`src/rtl/mmio_ctrl.sv`:
```
// mmio_ctrl: Riscv151 memory-mapped I/O block -- UART TX FIFO / RX pop, status/control,
// cycle and retired-instruction counters. Load data is registered (1-cycle latency).
module mmio_ctrl #(
    parameter logic [3:0] MMIO_REGION = 4'b1000,
    parameter int         TX_DEPTH    = 4
) (
    input  logic        clk,
    input  logic        rst,
    input  logic [31:0] addr,
    input  logic [31:0] wdata,
    input  logic [3:0]  we,
    input  logic        re,
    input  logic        inst_valid,
    output logic [31:0] rdata,
    output logic [7:0]  uart_tx_data,
    output logic        uart_tx_valid,
    input  logic        uart_tx_ready,
    input  logic [7:0]  uart_rx_data,
    input  logic        uart_rx_valid,
    output logic        uart_rx_ready
);

    localparam int PTR_W = $clog2(TX_DEPTH);
    localparam logic [PTR_W:0] PTR_ZERO = {(PTR_W + 1){1'b0}};
    localparam logic [PTR_W:0] PTR_ONE  = {{PTR_W{1'b0}}, 1'b1};

    localparam logic [7:0] OFF_STATUS  = 8'h00;
    localparam logic [7:0] OFF_RX      = 8'h04;
    localparam logic [7:0] OFF_TX      = 8'h08;
    localparam logic [7:0] OFF_CYC     = 8'h10;
    localparam logic [7:0] OFF_INST    = 8'h14;
    localparam logic [7:0] OFF_CNT_CLR = 8'h18;

    logic        sel_s;
    logic [7:0]  off_s;
    logic        rd_s;
    logic        ctrl_wr_s;
    logic        tx_wr_s;
    logic        cnt_clr_s;
    logic        empty_s;
    logic        full_s;
    logic        pop_s;
    logic        push_s;
    logic        ovf_set_s;
    logic [31:0] rdata_s;
    logic        unused_s;

    logic [7:0]     tx_mem_r [TX_DEPTH];
    logic [PTR_W:0] wr_ptr_r;
    logic [PTR_W:0] rd_ptr_r;
    logic           ovf_r;
    logic [31:0]    cyc_cnt_r;
    logic [31:0]    inst_cnt_r;
    logic [31:0]    rdata_r;

    assign sel_s    = (addr[31:28] == MMIO_REGION);
    assign off_s    = addr[7:0];
    assign rd_s     = re && sel_s;
    assign unused_s = ^{addr[27:8], wdata[31:8]};

    // The extra wrap bit distinguishes full from empty when the index bits match.
    assign empty_s   = (wr_ptr_r == rd_ptr_r);
    assign full_s    = (wr_ptr_r[PTR_W] != rd_ptr_r[PTR_W]) &&
                       (wr_ptr_r[PTR_W-1:0] == rd_ptr_r[PTR_W-1:0]);
    assign pop_s     = !empty_s && uart_tx_ready;
    assign push_s    = tx_wr_s && (!full_s || pop_s);
    assign ovf_set_s = tx_wr_s && full_s && !pop_s;

    assign uart_tx_valid = !empty_s;
    assign uart_tx_data  = tx_mem_r[rd_ptr_r[PTR_W-1:0]];
    assign uart_rx_ready = rd_s && (off_s == OFF_RX) && uart_rx_valid && !rst;
    assign rdata         = rdata_r;

    // Store decode: which register a store in this cycle targets.
    always_comb begin
        ctrl_wr_s = 1'b0;
        tx_wr_s   = 1'b0;
        cnt_clr_s = 1'b0;
        if (sel_s) begin
            case (off_s)
                OFF_STATUS:  ctrl_wr_s = we[0];
                OFF_TX:      tx_wr_s   = we[0];
                OFF_CNT_CLR: cnt_clr_s = (we != 4'b0000);
                default:     ctrl_wr_s = 1'b0;
            endcase
        end else begin
            ctrl_wr_s = 1'b0;
        end
    end

    // Load mux from pre-edge state; status reflects occupancy before this edge's push/pop.
    always_comb begin
        rdata_s = 32'h0000_0000;
        case (off_s)
            OFF_STATUS: rdata_s = {29'b0, ovf_r, uart_rx_valid, !full_s};
            OFF_RX:     rdata_s = uart_rx_valid ? {24'b0, uart_rx_data} : 32'h0000_0000;
            OFF_CYC:    rdata_s = cyc_cnt_r;
            OFF_INST:   rdata_s = inst_cnt_r;
            default:    rdata_s = 32'h0000_0000;
        endcase
    end

    // TX FIFO storage (no reset needed: pointers define validity).
    always_ff @(posedge clk) begin
        if (push_s) begin
            tx_mem_r[wr_ptr_r[PTR_W-1:0]] <= wdata[7:0];
        end
    end

    // TX FIFO pointers.
    always_ff @(posedge clk) begin
        if (rst) begin
            wr_ptr_r <= PTR_ZERO;
            rd_ptr_r <= PTR_ZERO;
        end else begin
            if (push_s) begin
                wr_ptr_r <= wr_ptr_r + PTR_ONE;
            end
            if (pop_s) begin
                rd_ptr_r <= rd_ptr_r + PTR_ONE;
            end
        end
    end

    // Sticky overflow: a same-cycle overflow beats a software clear.
    always_ff @(posedge clk) begin
        if (rst) begin
            ovf_r <= 1'b0;
        end else if (ovf_set_s) begin
            ovf_r <= 1'b1;
        end else if (ctrl_wr_s && wdata[2]) begin
            ovf_r <= 1'b0;
        end
    end

    // Free-running cycle counter; a counter-clear store wins over the increment.
    always_ff @(posedge clk) begin
        if (rst || cnt_clr_s) begin
            cyc_cnt_r <= 32'h0000_0000;
        end else begin
            cyc_cnt_r <= cyc_cnt_r + 32'd1;
        end
    end

    // Retired-instruction counter.
    always_ff @(posedge clk) begin
        if (rst || cnt_clr_s) begin
            inst_cnt_r <= 32'h0000_0000;
        end else if (inst_valid) begin
            inst_cnt_r <= inst_cnt_r + 32'd1;
        end
    end

    // Load data register: holds until the next selected load.
    always_ff @(posedge clk) begin
        if (rst) begin
            rdata_r <= 32'h0000_0000;
        end else if (rd_s) begin
            rdata_r <= rdata_s;
        end
    end

endmodule
```
`config.mk`:
```
export PLATFORM = sky130hd
export DESIGN_NAME = mmio_ctrl
export DESIGN_NICKNAME = d
export VERILOG_FILES = /design/src/rtl/mmio_ctrl.sv
export SDC_FILE = /design/constraint.sdc
export NUM_CORES = 1
export LEC_CHECK = 0
export CAP_MARGIN = 20
export CORE_AREA = 3 3 89 154
export CTS_BUF_LIST = sky130_fd_sc_hd__clkbuf_4 sky130_fd_sc_hd__clkbuf_8
export DETAILED_ROUTE_END_ITERATION = 8
export DIE_AREA = 0 0 92 157
export GPL_TIMING_DRIVEN = 0
export PLACE_DENSITY = 0.76
export SLEW_MARGIN = 40
export SYNTH_ARGS = -nofsm -noshare
export SYNTH_HDL_FRONTEND = slang
export SYNTH_SLANG_ARGS = --single-unit
```
`constraint.sdc`:
```
create_clock -name clk -period 3.2 [get_ports clk]
set_input_delay 0.64 -clock clk [delete_from_list [all_inputs] [get_ports clk]]
set_output_delay 0.64 -clock clk [all_outputs]
set_load 0.02 [all_outputs]
```
After elaboration in Yosys (flattened, before gate mapping)
Memory sizes are Yosys's and may differ from the RTL's. A register that Yosys moved wholly into a read port is not among the register bits.
Cells that the tools add are included.

storage, ports and cells
  flip-flop bits (word level) = 103
  latch bits = 0
  RAM bits = 32
  ROM bits = 0
  memories = 1

cells by class
  add/sub/neg operators = 4
  multipliers = 0
  div/mod/pow operators = 0
  order comparisons = 0
  equal/unequal tests = 9
  shifts and indexed selects = 0
  multiplexer cells = 14
  bitwise operators = 0
  reduce and logical (&&, ||, !) cells = 19

memories
  memory    depth  width  read ports  clocked after memory_dff  wr ports  line  source
  tx_mem_r  4      8      1           1                         1         48    logic [7:0] tx_mem_r [TX_DEPTH];

operator list
  cell                                                 count
  one-hot mux 32 bit (4 select lines)                  1
  adder 32 x 1 -> 32 bit, second input constant        2
  equality test 8 x 5 -> 1 bit, second input constant  3
  logical AND 1 bit                                    10
  two-way mux 1 bit                                    10
  equality test 8 x 3 -> 1 bit, second input constant  1
  equality test 8 x 4 -> 1 bit, second input constant  1
  zero test 8 bit                                      1
  two-way mux 8 bit                                    1
  adder 3 x 1 -> 3 bit, second input constant          2
  equality test 4 bit, second input constant           1
  zero test 1 bit                                      4
  two-way mux 2 bit                                    2
  nonzero test 4 bit                                   1
  equality test 3 bit                                  1
  equality test 2 bit                                  1
  logical OR 1 bit                                     2
  nonzero test 2 bit                                   1
  inequality test 1 bit                                1

Logic depth before layout (Yosys ltp)
  depth in word-level cells = 7
  gate-level depth with buffers = 7

Worst setup path after synthesis
Ideal clock, no wire load.

  path type = input-to-output
  start point = input addr[1]
  end point = output uart_rx_ready
  arrival time = 2.286 ns
  data required time = 2.560 ns
  slack = 0.274 ns
  cell stages on the path = 4
  buffers on the path = 1
  path through = or4_4 > or3_2 > clkbuf_1 > nor3_1

between the ends
  cells in the longest elaborated chain, start to end = 4

RTL lines
  item                             line  source
  from (decl)                      9     input logic [31:0] addr,
  equality test 8 x 3 -> 1 bit     71    assign uart_rx_ready = rd_s && (off_s == OFF_RX) && uart_rx_valid && !rst;
  logical AND 1 bit (3 in series)  71
  to (decl)                        20    output logic uart_rx_ready

Every way passes these cells.

Final worst setup path
Ends and elaborated chain as after synthesis.

==> metrics.txt <==
status=completed; worst-margin pin slew=0.8103 ns; grt ovf=0; number of nets still failing antenna checks after routing=0; commonest non-fill, non-tap cells in the layout=sky130_fd_sc_hd__dfxtp_1 (105), sky130_fd_sc_hd__clkdlybuf4s50_1 (76), sky130_fd_sc_hd__a21oi_1 (47); combined flip-flop and latch cell area=3063 µm²; register share of total power=53.8%; slowest stage cell, crit path=sky130_fd_sc_hd__or4_4; Total Neg Setup Slack=0 ns; r2r startpoint=inst_cnt_r[0]$_SDFFE_PP0P_; worst hold path cell count=2; wire length of the first global-routing pass=25,960 µm; total of flip-flops plus latches after synthesis=~140; post-synth design cell area=just over 6000 µm²; Synth async-reset ratio=0%; number of buffer and inverter stages on the critical path=2; element type at the critical path start=primary input; required time at the worst-slack endpoint=about 2.6 ns; clock edge transition at the registers on the reported setup and hold paths=0.08 ns; count of H-tree levels built during CTS=4; maximum fanout encountered on the critical timing path=8; Hold Path Origin=rdata[5]$_SDFFE_PP0P_; leading cell type in the layout, fill and taps excluded=sky130_fd_sc_hd__dfxtp_1; worst-path cell chain=clkdlybuf4s50_1, or4_4, or3_4, nor3_1, buf_2; count of nets after finishing=roughly 800; Comb power frac=under 10%; HPWL reported at the end of detailed placement=12,200 µm; RSZ-0062 raised after global routing=false; Reg-to-Reg End=inst_cnt_r[22]$_SDFFE_PP0P_; die boundary width=~90 µm; area delta synth->final=22.33%; area used by multi-input combinational logic=2963 µm²; leading register cell type out of synthesis=sky130_fd_sc_hd__dfxtp_1; Max-slew headroom=45.98%; total number of vias=around 5.2k; number of instances in the synthesized netlist=between 600 and 700; initial standard-cell utilization of the core=between 40% and 50%; post-DR vias/cell=~6; Arrival @ worst endpoint=between 2 and 2.5 ns; worst skew pair latency=0.45 ns; max-cap violations=0; number of distinct library cells after synthesis=48; largest vdd supply drop=~0.37 mV; power density normalized to cell area=between 400 and 500 nW/µm²; total of warnings raised by yosys=0; Longest Clk Path Bufs=2; violation count after the first detailed-routing iteration=approximately 250; Sink Count=137; placeable core region=12,570 µm²; length of the first detailed-routing pass in iterations=5; hold slack=0.4629 ns; register-to-register path setup slack=between 0.7 and 0.8 ns; highest attainable clock frequency=between 300 and 400 MHz; number of enable-type register cells in the synthesized netlist=32; placer's final routability congestion estimate=just under 0.9; remaining design rule violation count=0; top cell family by delay on the critical path=simple AND/OR/NAND/NOR gates; routed wire length=about 16,000 µm; vias in the first global route=5,309; WL/cell=~18 µm; setup-violating endpoint count in the final report=0; Synth Net Count=around 690; number of antenna repair diodes=0; post-synthesis sequential area ratio=49.55%; floorplan row count=54; path depth of the worst reg2reg path=7; longest individual stage delay on the worst path=~0.58 ns; share of the clock period used by the worst path after layout=96.17%; root buffer cell=sky130_fd_sc_hd__clkbuf_8; floorplan die area=~14,000 µm²; Worst Setup End Kind=output port; GR Util All Layers=22.68%; terminating pin of the worst hold path=rdata[5]$_SDFFE_PP0P_; clock period minus worst slack=approximately 3.1 ns; endpoints failing hold=0; kind of critical path=in -> out; fraction of layout instances using a drive strength above 1=7.757%; clock buffer count from CTS=17; Chip Height=~160 µm; Switching Fraction=24.98%; class of the worst hold path=reg -> reg; clock tree from TritonCTS=yes; P_sw=0.8270 mW; largest net degree at the start of global routing=17; Port Buffers=77; clock tree skew after final layout=roughly 0.013 ns; mean post-synth cell area=between 10 and 15 µm²; total I/O pin count=between 100 and 150; Pleak=2.444 nW; Fillers=~1.1k; number of hold-repair buffers added at the cts stage=0; fin. max-slew vios=0; antenna violations before repair=0; cell-internal power=roughly 2.5 mW; part of the total power dissipated in the clock network=41.8%
==> per-stage QoR <==
step           setup slack, ns  utilization, %  instance area [µm²]  instances  total power, mW
6_report                0.1227           60.17                 7561        877            3.311
4_1_cts               0.004931           60.15                 7559        878            3.335
3_5_place_dp           -0.5563           57.03                 7167        847            1.963
3_3_place_gp           -0.5210           56.99                 7162        847            1.959
5_1_grt                0.08748           60.17                 7561        877            3.439
2_1_floorplan           0.2742               -                 6181        602            1.885
==> per-layer routing <==
| metal | global-route usage [%] | part of all wire [%] |
|---|---|---|
| met3 | 5.500 | 5.7 |
| met1 | 23.59 | 37 |
| met5 | 0 | 0 |
| met2 | 41.70 | 53 |
| met4 | 11.98 | 4.5 |
==> worst max-delay path by stage <==
stage,startpoint,to,depth (start not counted)
after floorplan,addr[1],uart_rx_ready,4
after global placement,addr[1],uart_rx_ready,6
after detailed placement,addr[1],uart_rx_ready,6
after CTS,flop,uart_tx_data[4],3
after global routing,addr[1],uart_rx_ready,5
final,addr[1],uart_rx_ready,5
==> sequential cells by signal, summed over array words and instances (netlist names), named ones only <==
name        count
cyc_cnt_r      32
tx_mem_r       32
wr_ptr_r        3
rdata          32
rd_ptr_r        3
inst_cnt_r     32
ovf_r           1
==> power by group through the flow <==
stage	Sequential, mW	Clock, mW	Combinational (mW)
2_1_floorplan	1.82	0	0.0665
3_3_place_gp	1.82	0	0.138
3_5_place_dp	1.82	0	0.141
4_1_cts	1.78	1.41	0.142
5_1_grt	1.78	1.50	0.156
6_report	1.78	1.39	0.144
==> cells by family after synthesis <==
kind of cell / after synthesis / synth area share (%)
buffers and inverters: 46 / 2.854
adder cells (fa/ha/maj): 7 / 1.417
multiplexers: 37 / 7.814
flip-flops: 137 / 49.55
AO/OA/AOI/OAI: 129 / 13.85
XOR/XNOR: 31 / 4.393
AND/OR/NAND/NOR: 215 / 20.12
==> synthesized netlist by cell type (2+ instances only) <==
cell type                   number  share of area [%]
sky130_fd_sc_hd__buf_1           5               0.30
sky130_fd_sc_hd__clkbuf_1       30                1.8
sky130_fd_sc_hd__and4_1         10                1.4
sky130_fd_sc_hd__buf_2           3               0.24
sky130_fd_sc_hd__nand3_1        27                2.2
sky130_fd_sc_hd__xnor2_1         9                1.3
sky130_fd_sc_hd__and3b_1         6               0.85
sky130_fd_sc_hd__inv_1           8               0.49
sky130_fd_sc_hd__a211o_1         5               0.71
sky130_fd_sc_hd__nand2_1        35                2.1
sky130_fd_sc_hd__o31ai_1        26                3.2
sky130_fd_sc_hd__xor2_1         22                3.1
sky130_fd_sc_hd__dfxtp_1       105                 34
sky130_fd_sc_hd__mux4_2          9                3.3
sky130_fd_sc_hd__mux2i_1        28                4.5
sky130_fd_sc_hd__nor4_1          5               0.51
sky130_fd_sc_hd__or4_1          27                3.3
sky130_fd_sc_hd__or4_4           2               0.36
sky130_fd_sc_hd__a21oi_1        47                3.8
sky130_fd_sc_hd__and3_1         10                1.0
sky130_fd_sc_hd__nor2_1         35                2.1
sky130_fd_sc_hd__or3_1          12                1.2
sky130_fd_sc_hd__and2_1          9               0.91
sky130_fd_sc_hd__ha_1            7                1.4
sky130_fd_sc_hd__o41ai_1         2               0.28
sky130_fd_sc_hd__edfxtp_1       32                 16
sky130_fd_sc_hd__nand4_1        19                1.9
sky130_fd_sc_hd__o2bb2ai_1      24                3.4
sky130_fd_sc_hd__nor3_1          7               0.57
sky130_fd_sc_hd__o21ai_0        18                1.5
==> cell type report <==
type	count	share of cell area, %
tap	168	2.780
inverter	8	0.3972
clock inverter	15	2.069
buffer	36	1.837
sequential	137	40.51
timing repair buffer	77	10.13
multi-input combinational	419	39.19
clock buffer	17	3.094
==> tightest hold or removal path: stages, from the launching register on <==
cell and delay, ns:
sky130_fd_sc_hd__dfxtp_1 0.32, sky130_fd_sc_hd__nand2_1 0.05, sky130_fd_sc_hd__a21oi_1 0.05
==> repair_timing <==
action,in CTS,in global routing
buffers inserted,0,0
gates resized for setup,5,2
endpoints found under the setup margin,1,9
pin swaps,0,0
(Power assumes the default switching activity.)
==> RTL edit 1, RTL diff (config.mk and constraints unchanged) <==
`TX_DEPTH`: 4 -> 8.
--- a/src/rtl/mmio_ctrl.sv
+++ b/src/rtl/mmio_ctrl.sv
@@ -2,7 +2,7 @@
 // cycle and retired-instruction counters. Load data is registered (1-cycle latency).
 module mmio_ctrl #(
     parameter logic [3:0] MMIO_REGION = 4'b1000,
-    parameter int         TX_DEPTH    = 4
+    parameter int         TX_DEPTH    = 8
 ) (
     input  logic        clk,
     input  logic        rst,
Function: changed (Yosys sat finds a counterexample within 10 cycles, from zero or initial values and one cycle with rst high).
==> RTL edit 1 against the unedited design <==
  * Synthesized area rose by 24%
  * Largest cell class unchanged
  * Sequential cell count grew 35
  * Clock power is 12% higher
  * Setup slack lost 0.034 ns
  * Wire length is 20% higher
  * Power grew 20%
  * Critical path depth up 1
  * Cell area rose by 21%
  * Non-clock buffer count grew 11
  * Synthesized cell count up 14%
  * Maximum frequency is 1.1% lower
  * Count of clock-buffer cells in the layout stayed put
  * Highest routed layer unchanged
  * Critical path type unchanged
==> RTL edit 1: results (changes against the unedited design) <==
----------------------------------------------------
[CTS]
  Clock Latency Late Sink ... 0.47 ns (+0.02 ns)
  Clock transition time at the flip-flop clock pins of the worst setup and hold paths ... 0.09 ns
  TritonCTS buffer count ... 17 (unchanged)
  Number of buffers on the longest clock path ... 2 (unchanged)
  Clk Tree Root Cell ... sky130_fd_sc_hd__clkbuf_8
  H-tree depth reported by CTS ... 4 (unchanged)

[Finish]
  Max FFs per register ... 64
  Total Nets Final ... 870 (+11%)
  Fraction of layout cells with a size suffix above 1 ... 0.138 (+0.0604)
  Count of antenna diodes in the layout ... 0 (unchanged)
  Fin cells ... 965 (+10%)

[Synth]
  Sequential-to-total area share from yosys stat ... 0.534 (+0.0387)
  Synth Net Count ... 774 (+12%)
  EDFF count, synth ... 64 (+100%)
  Commonest cells in the netlist ... sky130_fd_sc_hd__dfxtp_1 (108), sky130_fd_sc_hd__edfxtp_1 (64), sky130_fd_sc_hd__nor2_1 (59), sky130_fd_sc_hd__a21oi_1 (44)
  Post-synthesis instance total ... 688 (+14%)
  Most used DFF post-synth ... sky130_fd_sc_hd__dfxtp_1
  Netlist cell types ... 53 (+10%)
  Top area cells in the synthesized netlist ... sky130_fd_sc_hd__dfxtp_1 (28%), sky130_fd_sc_hd__edfxtp_1 (25%), sky130_fd_sc_hd__mux2_2 (5.3%)

[Hold path]
  Worst min-delay path class ... flop to flop
  Depth of the worst hold-timing path ... 1 (-1)

[GRT]
  Vias in the first global route ... 6010 (+13%)
  Global router's overall resource usage ... 0.274 (+0.0475)
  First-pass GRT wire length ... 30700 um (+18%)
  Antenna violations before repair ... 0 (unchanged)
  Largest net degree at the start of global routing ... 19 (+2)

[Place]
  # placed instances ... 935 (+10%)
  Routability congestion estimate from global placement ... 0.881 (+1.6%)
  DP Worst Slack ... -0.579 ns (-0.0222 ns)
  Placed wire-length estimate ... 14400 um (+18%)

[Power and ir drop]
  Leakage component of the power ... 2.92 nW (+19%)
  Peak supply drop ... 315 uV (-14%)

[Critical path]
  Worst-case reg-to-reg path depth ... 6 (-1)
  Max incr delay on CP ... 0.47 ns (-0.11 ns)
  Arrival time of the worst setup path ... 2.47 ns (+0.03 ns)
  Peak fanout along the critical path ... 7 (-1)
  Highest-delay cell along the critical path ... sky130_fd_sc_hd__clkdlybuf4s50_1

[Timing]
  Maximum clock skew at final layout ... 0.0108 ns (-0.00183 ns)
  Relative slew slack ... 0.587 (+0.127)

[Status]
  Outcome ... complete, no violations

[Routing]
  Per-cell via count in the routed design ... 6.25 (+5.4%)
  Average routed wire per standard cell ... 19.8 um (+8.8%)
  DRC violation total after the first TritonRoute iteration ... 358 (+42%)

----------------------------------------------------
## RTL edit 1: changes by cell type after synthesis, sizes merged, moves of 7 or more
| cell | unedited run | this run |
|---|---|---|
| edfxtp | 32 | 64 |
| a32oi | 0 | 25 |
| and2 | 9 | 1 |
| o2bb2ai | 24 | 0 |
| mux2i | 28 | 4 |
| mux4 | 9 | 16 |
| mux2 | 0 | 38 |
| nor2 | 35 | 59 |
## RTL edit 1: routing by layer
metal  global-route usage  wire, um  part of all wire  vias to the layer above
met1                0.295      7190              0.38                     2935
li1                     -         -                 -                     2841
met5                    0         0                 0                        -
met3               0.0564       959             0.050                       45
met2                0.515     10200              0.53                      209
met4                0.116       765             0.040                        0
## RTL edit 1: power by group
group / switching, mW / internal (mW) / leakage (nW)
Sequential: 0.00865 / 2.27 / 1.45
Clock: 0.895 / 0.663 / 0.205
Combinational: 0.0866 / 0.0658 / 1.27
## RTL edit 1: what timing repair did
| item | 4_1_cts | 5_1_grt |
|---|---|---|
| setup endpoints to repair | 9 | 15 |
| pin swaps | 1 | 0 |
| buffers inserted | 1 | 0 |
| gates resized for setup | 10 | 4 |
## RTL edit 1: kinds of logic (layout without fill, tap and decap cells)
logic type	after synthesis	count (layout)	synth area share
xor+xnor	30	30	0.0344
flops	172	172	0.534
compound gates	131	131	0.113
simple gates	233	233	0.173
fa+ha+maj	4	4	0.00655
buf+inv	60	169	0.0311
mux	58	58	0.108
## RTL edit 1: worst reg2reg max path: stages, from the launching register on
cell	delay, ns
sky130_fd_sc_hd__dfxtp_1	0.47
sky130_fd_sc_hd__and4_1	0.23
sky130_fd_sc_hd__clkbuf_1	0.27
sky130_fd_sc_hd__nand4_1	0.42
sky130_fd_sc_hd__clkbuf_1	0.38
sky130_fd_sc_hd__o31ai_1	0.33
sky130_fd_sc_hd__a21oi_1	0.11
## RTL edit 1: area by class of cell
cell class                 count  area [um^2]
sequential                   172         4090
fill                         934         3450
multi-input combinational    456         3380
timing repair buffer          80          792
clock buffer                  17          234
tap                          168          210
buffer                        44          190
clock inverter                15          174
inverter                      13         48.8
## RTL edit 1: per-stage QoR
stage,total power [mW],instance area [um^2]
2_1_floorplan,2.39,7640
3_3_place_gp,2.47,8630
3_5_place_dp,2.48,8670
4_1_cts,4.01,9100
5_1_grt,4.12,9120
6_report,3.99,9120
## RTL edit 1: worst paths after layout
path | startpoint | end | slack, ns
setup / recovery | addr[5] | uart_rx_ready | 0.09
hold / removal | cyc_cnt_r[0] | cyc_cnt_r[0] | 0.46
setup reg to reg | cyc_cnt_r[2] | cyc_cnt_r[28] | 0.86
hold reg to reg | cyc_cnt_r[0] | cyc_cnt_r[0] | 0.46
==> RTL edit 2, RTL diff (same flow settings) <==
Made on the original files. Reset style: asynchronous (`rst`), changed in 3 clocked blocks.
--- a/src/rtl/mmio_ctrl.sv
+++ b/src/rtl/mmio_ctrl.sv
@@ -108,7 +108,7 @@
     end
 
     // TX FIFO pointers.
-    always_ff @(posedge clk) begin
+    always_ff @(posedge clk or posedge rst) begin
         if (rst) begin
             wr_ptr_r <= PTR_ZERO;
             rd_ptr_r <= PTR_ZERO;
@@ -123,7 +123,7 @@
     end
 
     // Sticky overflow: a same-cycle overflow beats a software clear.
-    always_ff @(posedge clk) begin
+    always_ff @(posedge clk or posedge rst) begin
         if (rst) begin
             ovf_r <= 1'b0;
         end else if (ovf_set_s) begin
@@ -152,7 +152,7 @@
     end
 
     // Load data register: holds until the next selected load.
-    always_ff @(posedge clk) begin
+    always_ff @(posedge clk or posedge rst) begin
         if (rst) begin
             rdata_r <= 32'h0000_0000;
         end else if (rd_s) begin
Behaviour: differs if rst is asserted again (counterexample within 4 cycles, from zero or initial values and one cycle with rst high); with rst held inactive, the same outputs for 10 cycles.
==> RTL edit 2 against the unedited design <==
  * Final cell count grew 1.4%
  * Wire length is 0.28% higher
  * Cell area is 2.1% higher
  * Critical endpoint unchanged
  * Clock skew shrank 0.0032 ns
  * Maximum frequency hardly changed
  * Largest cell class unchanged
  * Sequential cell count is 2 lower
  * Synthesized area grew 1.9%
  * Setup slack worse by 0.0029 ns
Power is not compared: it rests on default switching activity, and its combinational part moved more than twofold at a synthesized area within 25%.
==> RTL edit 2: results (changes against the unedited design) <==
----------------------------------------------------
[Finish]
  Total Nets Final ... 797 (+1.5%)
  Fraction of layout cells with a size suffix above 1 ... 0.0943 (+0.0167)

[Critical path]
  Reg-to-reg critical path startpoint ... cyc_cnt_r[0]
  Launch point of the critical path ... uart_rx_valid
  Max incr delay on CP ... 0.62 ns (+0.04 ns)
  Peak fanout along the critical path ... 6 (-2)
  Highest-delay cell along the critical path ... sky130_fd_sc_hd__clkdlybuf4s50_1

[Synth]
  Asr flop ratio synth ... 0.289 (+0.289)
  Netlist cell types ... 54 (+13%)
  Post-synthesis instance total ... 610 (+1.3%)
  Top area cells in the synthesized netlist ... sky130_fd_sc_hd__dfxtp_1 (20%), sky130_fd_sc_hd__dfrtp_1 (15%), sky130_fd_sc_hd__edfxtp_1 (15%)
  Commonest cells in the netlist ... sky130_fd_sc_hd__nand2_1 (67), sky130_fd_sc_hd__dfxtp_1 (64), sky130_fd_sc_hd__o21ai_0 (44), sky130_fd_sc_hd__dfrtp_1 (39), sky130_fd_sc_hd__mux2i_1 (36)
  YS warnings ... 0 (unchanged)
  Sequential-to-total area share from yosys stat ... 0.511 (+0.0154)
  Most used DFF post-synth ... sky130_fd_sc_hd__dfxtp_1
  Synth Net Count ... 699 (+1.2%)

[CTS]
  Clk Tree Root Cell ... sky130_fd_sc_hd__clkbuf_8

[Hold path]
  Worst min-delay path class ... flop to flop
  Launch instance of the worst min-delay path ... rdata[1]

[Place]
  PortBufs ... 76 (-1.3%)
  Placed wire-length estimate ... 11800 um (-3.6%)
  DP Worst Slack ... -0.262 ns (+0.294 ns)
  # placed instances ... 855 (+0.94%)
  Routability congestion estimate from global placement ... 0.897 (+3.5%)
  Area of placed instances ... 7290 um^2 (+1.7%)

[Routing]
  Per-cell via count in the routed design ... 5.84 (-1.4%)
  Via total after detailed routing ... 5196 (-0.077%)
  Average routed wire per standard cell ... 18.0 um (-1.1%)
  DRC violation total after the first TritonRoute iteration ... 335 (+32%)

[Status]
  Outcome ... complete, no violations

[Timing]
  Maximum clock skew at final layout ... 0.00943 ns (-0.00322 ns)
  Least-Margin Pin Slew ... 0.802 ns (-0.00777 ns)

[GRT]
  First-pass GRT wire length ... 26000 um (about the same)
  Global router's overall resource usage ... 0.227 (about the same)
  Vias in the first global route ... 5356 (+0.89%)

----------------------------------------------------
==> RTL edit 2: cell count changes after synthesis, sizes merged, moves of 17 or more <==
cell	unedited run	this run
o21ai	18	44
nand2	35	67
o2bb2ai	24	0
dfrtp	0	39
dfxtp	105	64
a21oi	47	30
==> RTL edit 2: worst paths after layout <==
| check | end | slack [ns] | depth (start not counted) |
|---|---|---|---|
| max | uart_rx_ready | 0.12 | 5 |
| min | rdata[1] | 0.48 | 2 |
| max reg2reg | cyc_cnt_r[24] | 0.91 | 6 |
| min reg2reg | rdata[1] | 0.48 | 2 |
| max in group asynchronous | rdata[31] | 2.18 | 3 |
| min in group asynchronous | rdata[5] | 0.56 | 2 |
==> RTL edit 2: cell families after synthesis <==
kind of cell	count (synthesis)	synth area share
xor gates and xnor gates	30	0.0417
AOI/OAI and AO/OA	112	0.109
and+or+nand+nor	234	0.204
DFF	135	0.511
buffers and inverters	46	0.0316
adders and majority gates	7	0.0139
muxes	46	0.0894
==> RTL edit 2: timing repair <==
| action | in CTS | in global routing |
|---|---|---|
| resized for setup | 1 | 1 |
| pin swaps | 1 | 1 |
| setup buffers | 1 | 2 |
| cloned | 0 | 0 |
| endpoints found under the setup margin | 1 | 1 |
==> RTL edit 2: cell type report <==
cell class | count | area (um^2)
multi-input combinational | 429 | 2900
clock inverter | 15 | 164
buffer | 32 | 146
inverter | 13 | 48.8
tap | 168 | 210
timing repair buffer | 80 | 803
fill | 1042 | 4850
clock buffer | 17 | 234
sequential | 135 | 3220
==> RTL edit 2: routing by layer <==
layer	share of wire	track usage	up-vias
met5	0	0	-
met4	0.041	0.132	0
met2	0.51	0.397	181
li1	-	-	2456
met1	0.40	0.251	2518
met3	0.050	0.0502	41
==> RTL edit 2: critical path: cells and delay by family <==
family / cells / cell delay (ns)
buffers and inverters: 2 / 1.17
and+or+nand+nor: 3 / 0.63
==> RTL edit 2: metrics by stage <==
stage          hold slack, ns   util  power, mW
4_1_cts                 0.489  0.613       3.84
3_5_place_dp            0.473  0.580       2.43
5_1_grt                 0.506  0.614       3.96
2_1_floorplan           0.441      -       2.20
3_3_place_gp            0.456  0.578       2.42
6_report                0.483  0.614       3.82
==> RTL edit 2: power breakdown <==
part	switching [mW]	internal, mW	total, mW
combinational	0.296	0.302	0.598
sequential	0.0226	1.78	1.80
clock	0.712	0.709	1.42
